**src/rtl/ff_share_arbiter.sv**
```systemverilog
// Round-robin arbiter that shares one SIZE-bit register between NUM_REQ
// requesters. Each load is announced by a one-cycle grant/valid pulse and is
// followed by HOLD_CYCLES locked cycles so downstream logic can consume data_o.
module ff_share_arbiter #(
    parameter int SIZE        = 1,
    parameter int NUM_REQ     = 4,
    parameter int HOLD_CYCLES = 2
) (
    input  logic                    clk,
    input  logic                    reset_i,
    input  logic [NUM_REQ-1:0]      req_i,
    input  logic [NUM_REQ*SIZE-1:0] data_i,
    output logic [NUM_REQ-1:0]      grant_o,
    output logic [SIZE-1:0]         data_o,
    output logic                    valid_o,
    output logic                    busy_o
);

    localparam int PTR_W = $clog2(NUM_REQ);
    localparam int CNT_W = (HOLD_CYCLES > 0) ? $clog2(HOLD_CYCLES + 1) : 1;

    typedef enum logic {
        IDLE = 1'b0,
        HOLD = 1'b1
    } state_t;

    state_t             state;
    logic [PTR_W-1:0]   rr_ptr;
    logic [CNT_W-1:0]   hold_cnt;

    logic [SIZE-1:0]    lanes [NUM_REQ];
    logic               found;
    logic [NUM_REQ-1:0] win_grant;
    logic [SIZE-1:0]    win_data;
    logic [PTR_W-1:0]   nxt_ptr;
    logic [PTR_W:0]     sum;
    logic [PTR_W-1:0]   idx;

    // Split the packed data bus into one lane per requester
    for (genvar g = 0; g < NUM_REQ; g++) begin : g_lane
        assign lanes[g] = data_i[g*SIZE +: SIZE];
    end

    // Winner search: first set request starting at rr_ptr, wrapping modulo NUM_REQ
    always_comb begin
        found     = 1'b0;
        win_grant = '0;
        win_data  = '0;
        nxt_ptr   = '0;
        sum       = '0;
        idx       = '0;
        for (int i = 0; i < NUM_REQ; i++) begin
            // rr_ptr + i stays below 2*NUM_REQ, so one conditional subtract wraps it
            sum = {1'b0, rr_ptr} + (PTR_W+1)'(i);
            if (sum >= (PTR_W+1)'(NUM_REQ)) begin
                sum = sum - (PTR_W+1)'(NUM_REQ);
            end
            idx = sum[PTR_W-1:0];
            if (!found && req_i[idx]) begin
                found     = 1'b1;
                win_grant = NUM_REQ'(1) << idx;
                win_data  = lanes[idx];
                nxt_ptr   = (idx == PTR_W'(NUM_REQ - 1)) ? '0 : idx + 1'b1;
            end
        end
    end

    // Arbitration FSM: loads the winner in IDLE, then counts down the lock in HOLD
    always_ff @(posedge clk or negedge reset_i) begin
        if (!reset_i) begin
            state    <= IDLE;
            rr_ptr   <= '0;
            hold_cnt <= '0;
            data_o   <= '0;
            grant_o  <= '0;
            valid_o  <= 1'b0;
        end else begin
            grant_o <= '0;
            valid_o <= 1'b0;
            case (state)
                IDLE: begin
                    if (found) begin
                        data_o  <= win_data;
                        grant_o <= win_grant;
                        valid_o <= 1'b1;
                        rr_ptr  <= nxt_ptr;
                        if (HOLD_CYCLES > 0) begin
                            hold_cnt <= CNT_W'(HOLD_CYCLES);
                            state    <= HOLD;
                        end
                    end
                end
                HOLD: begin
                    // Requests are deliberately ignored here and not remembered
                    hold_cnt <= hold_cnt - 1'b1;
                    if (hold_cnt == CNT_W'(1)) begin
                        state <= IDLE;
                    end
                end
                default: state <= IDLE;
            endcase
        end
    end

    // Busy is a pure decode of the lock state
    assign busy_o = (state == HOLD);

endmodule
```
**config.mk**
```make
export PLATFORM = sky130hd
export DESIGN_NAME = ff_share_arbiter
export DESIGN_NICKNAME = d
export VERILOG_FILES = /design/src/rtl/ff_share_arbiter.sv
export SDC_FILE = /design/constraint.sdc
export NUM_CORES = 1
export LEC_CHECK = 0
export CAP_MARGIN = 25
export CORE_AREA = 10 10 68 70
export DETAILED_ROUTE_END_ITERATION = 10
export DIE_AREA = 0 0 78 80
export PLACE_DENSITY = 0.59
export SYNTH_ARGS = -nofsm -noshare
export SYNTH_HDL_FRONTEND = slang
export SYNTH_SLANG_ARGS = --single-unit
```
**constraint.sdc**
```tcl
create_clock -name clk -period 6.3 [get_ports clk]
set_clock_uncertainty 0.2 [all_clocks]
set_input_delay 1.575 -clock clk [delete_from_list [all_inputs] [get_ports clk]]
set_output_delay 1.575 -clock clk [all_outputs]
set_load 0.005 [all_outputs]
```
==> summary.txt <==
Status
  • Status: finished, final reports clean

Power and ir drop
  • Sequential share of power: 0.252
  • P_sw: 0.232 mW
  • Pleak: 0.483 nW
  • Pint: 0.320 mW
  • Clk pwr share: 0.083
  • Switching Fraction: 0.420
  • VDD IR max: 0.000151 V
  • PD cells: 469 mW/mm2
  • Comb power frac: 0.665

Detailed routing
  • Total Wirelength: 2120 um
  • Iteration count of the initial detailed-routing pass: 4
  • Met3 routed WL: 118 um
  • Drt wl/cell: 14.5 um
  • Top Layer Used: met4
  • Routed Antenna Nets: 0
  • 1st-iter DRT viols: 27
  • DRC Markers: 0
  • Vias/cell: 5.30
  • Metal2 WL: 1030 um
  • DRT met1 WL: 968 um
  • Vias: 774

Placed design
  • DP Wirelength: 1690 um
  • Placer Congestion: 0.776
  • Setup WS pre-CTS: 2.37 ns
  • Port buffer count: 16

Logic synthesis
  • Combinational family with the most area after synthesis: compound AO/OA/AOI/OAI gates
  • Syn_nets: 103
  • Avg Cell Area, Syn: 11.6 um2
  • Post-synthesis cell count: 86
  • Area share of fa/ha/maj cells after synthesis: 0.0878
  • Post-synth top flop: dfrtp_1
  • EDFF count, synth: 0
  • Simple-Gate Fraction of Synth Area: 0.178
  • Seq/Total Area, Yosys: 0.276
  • Synth warn: 0
  • Synthesis-stage register bit count: 11
  • XOR/XNOR Fraction of Synth Area: 0
  • Ys async rst share: 1.00
  • Compound-Gate Fraction of Synth Area: 0.192
  • Mux contribution to synthesized area: 0.184
  • Syn Std Cell Area: 997 um2
  • Distinct cells, synth: 40

Clock network
  • CTS root buf: clkbuf_4
  • Clock Path Buffers: 2
  • Clk sinks: 11
  • # hold bufs at CTS: 0
  • # resized after CTS: 0
  • CTS buffer count: 3
  • Clk slew on worst S/H paths: 0.06 ns
  • Post-CTS setup buffer count: 0
  • Worst skew pair latency: 0.26 ns
  • CTS tree: done
  • H-tree depth: 1

Timing
  • Relative slew slack: 0.628
  • Slew @ Worst Pin: 0.558 ns
  • Tcrit/Tclk final: 0.582
  • Hold Violations, Final: 0
  • Final worst slack: 2.63 ns
  • Max Clock Freq: 0.273 GHz
  • Min Clock Period, post-route: 3.67 ns
  • Setup TNS: 0 ns
  • Setup violations, final: 0
  • Final Max Tran Viols: 0
  • RSZ-0062 raised after global routing: false

Worst setup path
  • CP arrival: 3.62 ns
  • Critical path class: primary input to register
  • Crit path from: req_i[2]
  • CP Launch Type: primary input
  • CP cell instances: clkdlybuf4s50_1 -> mux4_1 -> or3_4 -> nor2b_4 -> a32o_2
  • Delay-heaviest family, CP: multiplexers
  • CP Capture Type: register
  • Slowest stage delay, CP: 0.65 ns
  • WP buf/inv: 1
  • CP max-delay cell: mux4_1
  • R2r startpoint: rr_ptr[0]
  • Reg2Reg Setup Slack: 2.99 ns
  • Required time worst endpoint: 6.25 ns
  • Critical path peak fanout: 7

Min path
  • Critical hold path startpoint: hold_cnt[1]
  • Type of the worst min-delay path: register to register

Floorplan
  • Top-Level Pins: 17
  • CORE AREA: 0.00328 mm2
  • Initial Utilization: 0.304
  • FP Rows: 21
  • Die height: 80 um
  • Die ar.: 0.00624 mm2
  • Die X: 78 um

Final layout
  • Commonest non-fill, non-tap cell in the layout: clkdlybuf4s50_1
  • Combined area of the multi-input logic cells: 641 um2
  • Fin util: 0.359
  • Layout area overhead: 18.2%
  • Antenna cells: 0
  • Share of cells above drive strength 1: 0.190
  • Final nets: 118
  • Most frequent cells in the layout: clkdlybuf4s50_1 (16), dfrtp_1 (11), ha_1 (7), a21oi_1 (6), inv_1 (5)
  • Sequential cell area: 275 um2
  • Fillers: 342

Global route
  • GRT Residual Overflow: 0
  • Gr usage total: 0.0705
  • First-pass GRT wire length: 3750 um
  • Initial antenna violation count: 0
  • Largest net degree at the start of global routing: 17
  • Vias in the first global route: 825

Job
  • Max Cap Violations: 0
cell usage after synthesis, types with 3 or more instances:
cell	count	area, um2
mux4_2	3	67.6
nor2_1	3	11.3
a221o_2	3	33.8
a21oi_1	6	30.0
dfrtp_1	11	275
inv_1	5	18.8
mux4_1	4	105
nand3_1	3	15.0
a32o_1	3	30.0
ha_1	7	87.6
metrics by stage:
stage                     cells  area [um2]  hold slack (ns)  power (mW)
after floorplan              86         997            0.284       0.445
after global placement      142        1150            0.311       0.506
after detailed placement    142        1150            0.331       0.512
after CTS                   146        1180            0.342       0.561
after global routing        146        1180            0.364       0.610
final                       146        1180            0.333       0.552
metal layers:
metal,track usage,vias to the layer above
li1,-,369
met1,0.0877,385
met2,0.116,18
met3,0.0158,2
met4,0.0269,0
met5,0,-
path summary, 6_finish.rpt:
kind | to | depth (start not counted)
min | hold_cnt[1] | 2
min in group asynchronous | grant_o[0] | 1
max | grant_o[1] | 5
max in group asynchronous | hold_cnt[1] | 1
min reg2reg | hold_cnt[1] | 2
max reg2reg | grant_o[1] | 6
tightest hold or removal path, cell delays in order, from the launching register on:
cell     delay [ns]
dfrtp_1        0.36
inv_1          0.07
a21oi_1        0.06
logic make-up (layout without fill, tap and decap cells):
kind of cell | after synthesis | in the layout
buffers and inverters | 11 | 25
AND/OR/NAND/NOR | 24 | 24
flip-flops | 11 | 11
AO/OA/AOI/OAI | 25 | 25
adder cells (fa/ha/maj) | 7 | 7
multiplexers | 8 | 8
registers in the layout (all words and copies together), names as in the netlist:
| name | cells |
|---|---|
| busy_o | 1 |
| data_o | 1 |
| valid_o | 1 |
| hold_cnt | 2 |
| rr_ptr | 2 |
| grant_o | 4 |
final cells by class:
class,count,area share
clock buffers,4,0.0223
inverters,5,0.0159
multi-input cells,64,0.544
flip-flops and latches,11,0.234
well taps,46,0.0488
repair buffers,16,0.136
power by group through the flow:
stage          clock network (mW)  registers [mW]  logic [mW]
2_1_floorplan                   0           0.119       0.327
3_3_place_gp                    0           0.142       0.364
3_5_place_dp                    0           0.142       0.370
4_1_cts                    0.0491           0.141       0.371
5_1_grt                    0.0517           0.147       0.411
6_report                   0.0459           0.139       0.367
(Power assumes the default switching activity.)
